<file path="src/rtl/cpu_program_loader.sv">
// -----------------------------------------------------------------------------
// cpu_program_loader
//
// Streams a program image from a byte-wide host link into the CPU word memory
// and keeps the CPU held in reset until the whole image has been written and
// its checksum has matched.
//
// Image format (byte stream):
//   LEN_HI, LEN_LO            big-endian word count N
//   N words                   BYTES_PER_WORD bytes each, MSB first
//   CHK                       XOR of all data bytes (header not included)
//
// Handshake: a byte moves on every rising edge where in_valid and in_ready are
// both 1. in_ready is a registered function of the FSM state only; it never
// looks at in_valid. The host may hold in_valid low for any number of cycles
// and the loader simply waits.
//
// Ports:
//   clk           system clock, rising edge
//   rst           synchronous active-low reset
//   start         one-cycle pulse, begins or restarts a load (beats a handshake)
//   in_data       stream byte
//   in_valid      in_data is valid
//   in_ready      loader accepts a byte this cycle
//   mem_we        one-cycle memory write strobe
//   mem_addr      word address for the write
//   mem_wdata     assembled word for the write
//   cpu_hold      1 keeps the CPU in reset
//   done          image loaded and checksum matched
//   error         load failed (oversize header or checksum mismatch)
//   words_loaded  words written during the current load
//   dbg_state     current FSM state encoding (see state_t)
// -----------------------------------------------------------------------------
module cpu_program_loader #(
  parameter int WORD_WIDTH     = 16,                   // multiple of 8, 8..64
  parameter int MEMORY_SIZE    = 32,
  parameter int ADDR_WIDTH     = $clog2(MEMORY_SIZE),
  parameter int BYTES_PER_WORD = WORD_WIDTH / 8        // derived, leave as is
) (
  input  logic                  clk,
  input  logic                  rst,
  input  logic                  start,
  input  logic [7:0]            in_data,
  input  logic                  in_valid,
  output logic                  in_ready,
  output logic                  mem_we,
  output logic [ADDR_WIDTH-1:0] mem_addr,
  output logic [WORD_WIDTH-1:0] mem_wdata,
  output logic                  cpu_hold,
  output logic                  done,
  output logic                  error,
  output logic [15:0]           words_loaded,
  output logic [2:0]            dbg_state
);

  // S_WRITE is the single cycle in which mem_we is high.
  typedef enum logic [2:0] {
    S_IDLE   = 3'd0,
    S_HDR_HI = 3'd1,
    S_HDR_LO = 3'd2,
    S_DATA   = 3'd3,
    S_WRITE  = 3'd4,
    S_CHECK  = 3'd5,
    S_DONE   = 3'd6,
    S_ERROR  = 3'd7
  } state_t;

  localparam int BCW = (BYTES_PER_WORD > 1) ? $clog2(BYTES_PER_WORD) : 1;
  localparam logic [BCW-1:0] LAST_BYTE = BCW'(BYTES_PER_WORD - 1);

  state_t                state;
  logic [15:0]           len;        // word count N from the header
  logic [7:0]            chk;        // running XOR of data bytes
  logic [WORD_WIDTH-1:0] word_reg;   // word being assembled
  logic [BCW-1:0]        byte_cnt;   // byte position inside the current word

  logic                  hs;
  logic [15:0]           len_next;
  logic [WORD_WIDTH-1:0] word_next;

  assign hs        = in_valid & in_ready;
  assign len_next  = {len[15:8], in_data};
  // Shift-in form keeps WORD_WIDTH == 8 legal (no zero-width slice).
  assign word_next = (word_reg << 8) | WORD_WIDTH'(in_data);
  assign dbg_state = state;

  always_ff @(posedge clk) begin
    if (!rst) begin
      state        <= S_IDLE;
      in_ready     <= 1'b0;
      mem_we       <= 1'b0;
      mem_addr     <= '0;
      mem_wdata    <= '0;
      cpu_hold     <= 1'b1;
      done         <= 1'b0;
      error        <= 1'b0;
      words_loaded <= '0;
      len          <= '0;
      chk          <= '0;
      word_reg     <= '0;
      byte_cnt     <= '0;
    end else if (start) begin
      // Restart from any state; a byte offered on this edge is dropped.
      state        <= S_HDR_HI;
      in_ready     <= 1'b1;
      mem_we       <= 1'b0;
      mem_addr     <= '0;
      cpu_hold     <= 1'b1;
      done         <= 1'b0;
      error        <= 1'b0;
      words_loaded <= '0;
      len          <= '0;
      chk          <= '0;
      word_reg     <= '0;
      byte_cnt     <= '0;
    end else begin
      case (state)
        S_IDLE: begin
          in_ready <= 1'b0;
        end

        S_HDR_HI: begin
          if (hs) begin
            len[15:8] <= in_data;
            state     <= S_HDR_LO;
          end
        end

        S_HDR_LO: begin
          if (hs) begin
            len[7:0] <= in_data;
            if (int'(len_next) > MEMORY_SIZE) begin
              // Oversize image: stop before any data byte is taken.
              state    <= S_ERROR;
              in_ready <= 1'b0;
              error    <= 1'b1;
              cpu_hold <= 1'b1;
            end else if (len_next == 16'd0) begin
              state <= S_CHECK;
            end else begin
              state    <= S_DATA;
              byte_cnt <= '0;
            end
          end
        end

        S_DATA: begin
          if (hs) begin
            word_reg <= word_next;
            chk      <= chk ^ in_data;
            if (byte_cnt == LAST_BYTE) begin
              // Word complete: write it on the very next cycle.
              byte_cnt  <= '0;
              mem_we    <= 1'b1;
              mem_wdata <= word_next;
              in_ready  <= 1'b0;
              state     <= S_WRITE;
            end else begin
              byte_cnt <= byte_cnt + BCW'(1);
            end
          end
        end

        S_WRITE: begin
          mem_we       <= 1'b0;
          in_ready     <= 1'b1;
          words_loaded <= words_loaded + 16'd1;
          if (words_loaded + 16'd1 == len) begin
            // Last word: leave mem_addr on it so N == MEMORY_SIZE never wraps.
            state <= S_CHECK;
          end else begin
            mem_addr <= mem_addr + ADDR_WIDTH'(1);
            state    <= S_DATA;
          end
        end

        S_CHECK: begin
          if (hs) begin
            in_ready <= 1'b0;
            if (in_data == chk) begin
              state    <= S_DONE;
              done     <= 1'b1;
              cpu_hold <= 1'b0;
            end else begin
              state    <= S_ERROR;
              error    <= 1'b1;
              cpu_hold <= 1'b1;
            end
          end
        end

        S_DONE: begin
          in_ready <= 1'b0;
        end

        S_ERROR: begin
          in_ready <= 1'b0;
        end

        default: begin
          state    <= S_IDLE;
          in_ready <= 1'b0;
        end
      endcase
    end
  end

endmodule

</file>
<file path="config.mk">
export PLATFORM = sky130hd
export DESIGN_NAME = cpu_program_loader
export DESIGN_NICKNAME = d
export VERILOG_FILES = /design/src/rtl/cpu_program_loader.sv
export SDC_FILE = /design/constraint.sdc
export NUM_CORES = 1
export LEC_CHECK = 0
export BUFFER_PORTS_ARGS = -buffer_cell sky130_fd_sc_hd__buf_2
export CAP_MARGIN = 30
export CORE_ASPECT_RATIO = 0.9
export CORE_MARGIN = 1.5
export CORE_UTILIZATION = 57
export DETAILED_ROUTE_END_ITERATION = 6
export PLACE_DENSITY_LB_ADDON = 0.08
export SLEW_MARGIN = 20
export SYNTH_ARGS = -nofsm -noshare
export SYNTH_HDL_FRONTEND = slang
export SYNTH_SLANG_ARGS = --single-unit
</file>
<file path="constraint.sdc">
create_clock -name clk -period 2.9 [get_ports clk]
set_input_delay 0.29 -clock clk [delete_from_list [all_inputs] [get_ports clk]]
set_output_delay 0.29 -clock clk [all_outputs]
set_load 0.03 [all_outputs]
</file>
==> impl_metrics.json, run 1 <==
{
  "numCtsBuffers": 9,
  "finalWirelength_mm": 8.953,
  "grt_overflow": 0,
  "power_density_nw_per_um2": 436.6,
  "antenna_found_initial": 0,
  "ff2ff_setup_slack_ns": 0.21,
  "nets": 536,
  "slew_headroom_pct": 58.65,
  "status": "finished, final reports clean",
  "cts-root-buf": "clkbuf_8",
  "wl_per_cell_um": 14.58,
  "dieArea_um2": 7389,
  "synth_cell_types": 58,
  "dr.pass1.iters": 5,
  "viasPerCell": 5.552,
  "slowest_delay_ns": 0.61,
  "worstPathMaxFanout": 12,
  "ys_seq_elements": 78,
  "whs_endpoint": "in_ready",
  "drtIter0Drc": 213,
  "rows": 28,
  "path_class": "reg2reg",
  "yosysSeqAreaShare_pct": 39.81,
  "post-place-ws_ns": 0.2697,
  "placed_area_um2": 4297,
  "ys_warn_count": 0,
  "arrival_ns": 2.98,
  "tns_ns": 0,
  "clock_latency_ns": 0.36,
  "start_util_pct": 59.24,
  "syn_area_per_cell_um2": 8.364,
  "vias": 3409,
  "cts_tree": "done",
  "r2r_start": "words_loaded[4]",
  "grt_pass1_vias": 3000,
  "grt_use_total_pct": 25.28,
  "grt_setup_unrepaired": "false",
  "slowest_stage": "or4_4",
  "synth_edf_count": 0,
  "vdd.ir_drop.worst_mv": 0.3562,
  "worstMarginPinSlew_ns": 0.6184,
  "path_cells": "nand4_4 -> or4_1 -> nor3b_1 -> o22ai_1 -> or4_4 -> nand3_1 -> mux2i_1",
  "synthesis.area_um2": 3923,
  "grt_max_degree": 41,
  "num_io_pins": 57,
  "cts_setup_buffers": 0,
  "r2r-end": "mem_addr[3]",
  "setup_violations": 0,
  "required_ns": 3.18,
  "whs_path_depth": 2,
  "routabilityCongestion": 0.8479,
  "top_regs": "len x16, mem_wdata x16, words_loaded x16",
  "drive_gt1_share_pct": 17.56,
  "cts_buffer_depth": 2,
  "hold_viol": 0,
  "synthCells": 469,
  "numPortBuffers": 56,
  "die_x_um": 90.44,
  "htreeDepth": 3,
  "drv_slew": 0,
  "dpl.hpwl_mm": 6.487,
  "crit_path_start_kind": "flip-flop",
  "syn_nets": 485,
  "ant_nets": 0,
  "core_um2": 6621,
  "clk_pin_slew_ns": 0.08,
  "period_minus_slack_ns": 2.694,
  "hold_start": "start",
  "fmax_mhz": 371.2,
  "async_flop_share_pct": 0,
  "layout_setup_ws_ns": 0.2062,
  "design_area_um2": 4487,
  "synthFlopType": "dfxtp_1",
  "route.detailed.drc": 0,
  "antennaDiodeCount": 0,
  "clock_skew_ns": 0.006281,
  "drv_cap": 0,
  "die_height_um": 81.70,
  "hp-class": "in2reg",
  "leakagePower_nw": 1.777,
  "endpoint_kind": "flip-flop",
  "ff2ff_path_depth": 7,
  "areaGrowthSynthToFinish_pct": 14.39,
  "grt_pass1_wl_mm": 14.76,
  "cts_resized": 0,
  "period_share_pct": 92.89,
  "cts_hold_buf": 0,
  "cts_sinks": 78
}
-- worst max-delay path by stage --
| stage | from | to | slack, ns |
|---|---|---|---|
| CTS | words_loaded[4] | mem_addr[3] | 0.21 |
| global placement | words_loaded[4] | mem_addr[4] | 0.35 |
| finish | words_loaded[4] | mem_addr[3] | 0.21 |
| floorplan | words_loaded[0] | mem_addr[2] | 0.10 |
| global route | words_loaded[4] | mem_addr[3] | 0.04 |
| detailed placement | words_loaded[4] | mem_addr[3] | 0.27 |
-- kinds of logic (layout without fill, tap and decap cells) --
kind of cell	Yosys count	count (layout)	synth area share, %
AO/OA/AOI/OAI	76	76	13.02
XOR/XNOR	48	48	10.72
adder cells (fa/ha/maj)	4	4	1.276
buffers and inverters	33	88	3.636
flip-flops	78	78	39.81
multiplexers	17	17	4.338
AND/OR/NAND/NOR	213	213	27.21
-- critical path, delay by kind of cell (launching register included) --
family / cells / cell delay (ns)
flops: 1 / 0.58
mux: 1 / 0.19
compound gates: 1 / 0.12
simple gates: 5 / 1.73
-- metal layers --
metal / global-route usage (%) / up-vias / wire, µm
li1: - / 1721 / -
met1: 35.02 / 1596 / 4251
met2: 39.85 / 83 / 4146
met3: 6.204 / 9 / 455
met4: 6.349 / 0 / 100
met5: 0 / - / 0
-- area by class of cell --
class	instances	area, µm²
inverter	5	18.77
tap	90	112.6
clock buffer	12	145.1
timing repair buffer	68	382.9
multi-input combinational	358	2221
clock inverter	3	45.04
sequential	78	1562
fill	579	2135
-- synthesized netlist by cell type, types with 3 or more instances --
cell / count / area (µm²)
dfxtp_1: 78 / 1562
nand2_1: 76 / 285.3
nor2_1: 61 / 229.0
xnor2_1: 25 / 219.0
xor2_1: 23 / 201.4
a21oi_1: 22 / 110.1
clkbuf_1: 18 / 67.56
mux2i_1: 17 / 170.2
a21boi_0: 16 / 120.1
nand3_1: 12 / 60.06
nor3_1: 10 / 50.05
o21ai_0: 8 / 40.04
nand4_1: 7 / 43.79
nor4_1: 6 / 37.54
a31oi_1: 5 / 31.28
buf_2: 5 / 25.02
inv_1: 5 / 18.77
nor2b_1: 5 / 31.28
ha_1: 4 / 50.05
nand2b_1: 4 / 25.02
or3_1: 4 / 25.02
a221oi_1: 3 / 26.28
and3_1: 3 / 18.77
nand3b_1: 3 / 22.52
nor3b_1: 3 / 22.52
o211ai_1: 3 / 22.52
o21a_1: 3 / 22.52
o22ai_1: 3 / 18.77
-- through the flow --
stage                     std cells  power, mW  util, %  hold WS, ns
after floorplan                 469      1.152        -       0.4261
after global placement          598      1.181    64.59       0.4470
after detailed placement        599      1.185    64.89       0.4483
after CTS                       614      1.976    67.76       0.2278
after global routing            614      2.026    67.76       0.2280
final                           614      1.959    67.76       0.2308
-- layout by cell type (no fill, tap or decap), types with 4 or more instances in the layout --
| master | Yosys | layout |
|---|---|---|
| dfxtp_1 | 78 | 78 |
| nand2_1 | 76 | 76 |
| nor2_1 | 61 | 61 |
| buf_2 | 5 | 56 |
| xnor2_1 | 25 | 25 |
| xor2_1 | 23 | 23 |
| a21oi_1 | 22 | 22 |
| mux2i_1 | 17 | 17 |
| a21boi_0 | 16 | 16 |
| nand3_1 | 12 | 12 |
| buf_4 | 1 | 11 |
| nor3_1 | 10 | 10 |
| clkbuf_8 | 0 | 10 |
| o21ai_0 | 8 | 8 |
| nand4_1 | 7 | 7 |
| nor4_1 | 6 | 6 |
| inv_1 | 5 | 5 |
| nor2b_1 | 5 | 5 |
| a31oi_1 | 5 | 5 |
| or3_1 | 4 | 4 |
| ha_1 | 4 | 4 |
-- where the power goes --
group / switching [mW] / total [mW] / internal (mW) / leakage [nW]
Sequential: 0.00760 / 1.08 / 1.07 / 0.629
Combinational: 0.0519 / 0.0799 / 0.0280 / 1.06
Clock: 0.381 / 0.798 / 0.417 / 0.0887
Total: 0.441 / 1.96 / 1.52 / 1.78
Power figures use the tool's default switching activity.
==> run 2: changes to the inputs <==
--- a/config.mk
+++ b/config.mk
@@ -11,6 +11,7 @@
 export CORE_MARGIN = 1.5
 export CORE_UTILIZATION = 57
 export DETAILED_ROUTE_END_ITERATION = 6
+export MAX_ROUTING_LAYER = met4
 export PLACE_DENSITY_LB_ADDON = 0.08
 export SLEW_MARGIN = 20
 export SYNTH_ARGS = -nofsm -noshare
==> run 2 against run 1 <==
Via count fell by 0.50%. Total power is essentially flat. Worst setup slack barely moved. Hold slack better by 0.0043 ns. First-iteration DRC count shrank 12%.
==> impl_metrics.json, run 2 (synthesized netlist as in run 1, its figures left out) <==
{
  "status": "finished, final reports clean",
  "worstPathMaxFanout": 12,
  "final_cells": 614,
  "whs_endpoint": "in_ready",
  "fillCellCount": 579,
  "drv_slew": 0,
  "numPortBuffers": 56,
  "tns_ns": 0,
  "cts_sinks": 78,
  "path_delay_family": "simple AND/OR/NAND/NOR gates",
  "crit_buf_inv": 0,
  "leakagePower_nw": 1.777,
  "startpoint": "words_loaded[4]",
  "rows": 28,
  "antenna_found_initial": 0,
  "die_height_um": 81.70,
  "route.detailed.drc": 0,
  "grt_pass1_wl_mm": 14.76,
  "grt_max_degree": 41,
  "hp-class": "in2reg",
  "clock_latency_ns": 0.35,
  "crit_path_start_kind": "flip-flop",
  "wl_per_cell_um": 14.55,
  "viasPerCell": 5.524,
  "vdd.ir_drop.worst_mv": 0.3584,
  "die_x_um": 90.44,
  "core_um2": 6621,
  "whs_path_depth": 2,
  "internal_power_mw": 1.518,
  "finalWirelength_mm": 8.932,
  "routabilityCongestion": 0.8612,
  "slew_headroom_pct": 59.41,
  "worstMarginPinSlew_ns": 0.6071,
  "dr.pass1.iters": 4,
  "cts_resized": 0,
  "dp_cells": 599,
  "cts_setup_buffers": 0,
  "cts_hold_buf": 0,
  "drv_cap": 0,
  "vias": 3392,
  "nets": 536,
  "antennaDiodeCount": 0,
  "grt_pass1_vias": 2992,
  "endpoint_kind": "flip-flop",
  "layout_commonest_cell": "dfxtp_1",
  "start_util_pct": 59.24,
  "clock_skew_ns": 0.006662,
  "period_share_pct": 92.87,
  "ff2ff_setup_slack_ns": 0.21,
  "num_io_pins": 57,
  "power_frac_comb_pct": 4.1,
  "grt_overflow": 0,
  "slowest_stage": "or4_4",
  "areaGrowthSynthToFinish_pct": 14.39,
  "required_ns": 3.18,
  "pwr-share-clk_pct": 40.7,
  "ff2ff_path_depth": 7,
  "top_regs": "len x16, mem_wdata x16, words_loaded x16",
  "power_frac_seq_pct": 55.2,
  "arrival_ns": 2.97,
  "path_class": "reg2reg",
  "hold_start": "start",
  "hold_viol": 0,
  "cts_tree": "done",
  "grt_use_total_pct": 26.01,
  "drtIter0Drc": 187,
  "setup_violations": 0,
  "fmax_mhz": 371.3,
  "r2r-end": "mem_addr[3]",
  "drive_gt1_share_pct": 17.56,
  "numCtsBuffers": 9,
  "cts-root-buf": "clkbuf_8",
  "path_cells": "nand4_4 -> or4_1 -> nor3b_1 -> o22ai_1 -> or4_4 -> nand3_1 -> mux2i_1",
  "ant_nets": 0,
  "p_sw_share_pct": 22.43,
  "r2r_start": "words_loaded[4]",
  "dpl.hpwl_mm": 6.487,
  "cts_buffer_depth": 2,
  "p_sw_mw": 0.4391,
  "dieArea_um2": 7389,
  "path_depth": 7,
  "clk_pin_slew_ns": 0.08,
  "slowest_delay_ns": 0.60,
  "power_density_nw_per_um2": 436.2,
  "period_minus_slack_ns": 2.693,
  "htreeDepth": 3,
  "grt_setup_unrepaired": "false",
  "final_cell_mix": "dfxtp_1 (78), nand2_1 (76), nor2_1 (61), buf_2 (56), xnor2_1 (25)"
}
[run 2: worst max path at each step]
stage,end
2_1_floorplan,mem_addr[2]
3_3_place_gp,mem_addr[4]
3_5_place_dp,mem_addr[3]
4_1_cts,mem_addr[3]
5_1_grt,mem_addr[3]
6_report,mem_addr[3]
[run 2: cell type report]
| type | instances | area (µm²) | share of cell area, % |
|---|---|---|---|
| inverters | 5 | 18.77 | 0.4183 |
| repair buffers | 68 | 382.9 | 8.533 |
| flip-flops and latches | 78 | 1562 | 34.80 |
| clock inverters | 3 | 45.04 | 1.004 |
| clock buffers | 12 | 145.1 | 3.235 |
| well taps | 90 | 112.6 | 2.510 |
| multi-input cells | 358 | 2221 | 49.50 |
[run 2: power groups by stage]
stage	Clock, mW	Sequential (mW)	Combinational, mW
final	0.797	1.08	0.0799
after CTS	0.816	1.08	0.0798
after global routing	0.858	1.08	0.0859
after floorplan	0	1.10	0.0476
after detailed placement	0	1.11	0.0793
after global placement	0	1.11	0.0759
[run 2: layer usage]
metal | vias to the layer above | wire [µm] | share of wire [%] | global-route usage (%)
met4 | 0 | 81 | 0.91 | 6.349
met3 | 7 | 419 | 4.7 | 6.204
met2 | 76 | 4212 | 47 | 39.92
met5 | - | 0 | 0 | -
met1 | 1591 | 4218 | 47 | 34.85
li1 | 1718 | - | - | -
[run 2: per-stage QoR]
step / setup WS, ns / area, µm² / hold WS [ns] / util, % / power, mW
after CTS: 0.2147 / 4487 / 0.2278 / 67.76 / 1.976
after global placement: 0.3525 / 4277 / 0.4470 / 64.59 / 1.181
final: 0.2067 / 4487 / 0.2351 / 67.76 / 1.957
after floorplan: 0.1007 / 3923 / 0.4261 / - / 1.152
after detailed placement: 0.2697 / 4297 / 0.4483 / 64.89 / 1.185
after global routing: 0.03551 / 4487 / 0.2280 / 67.76 / 2.026
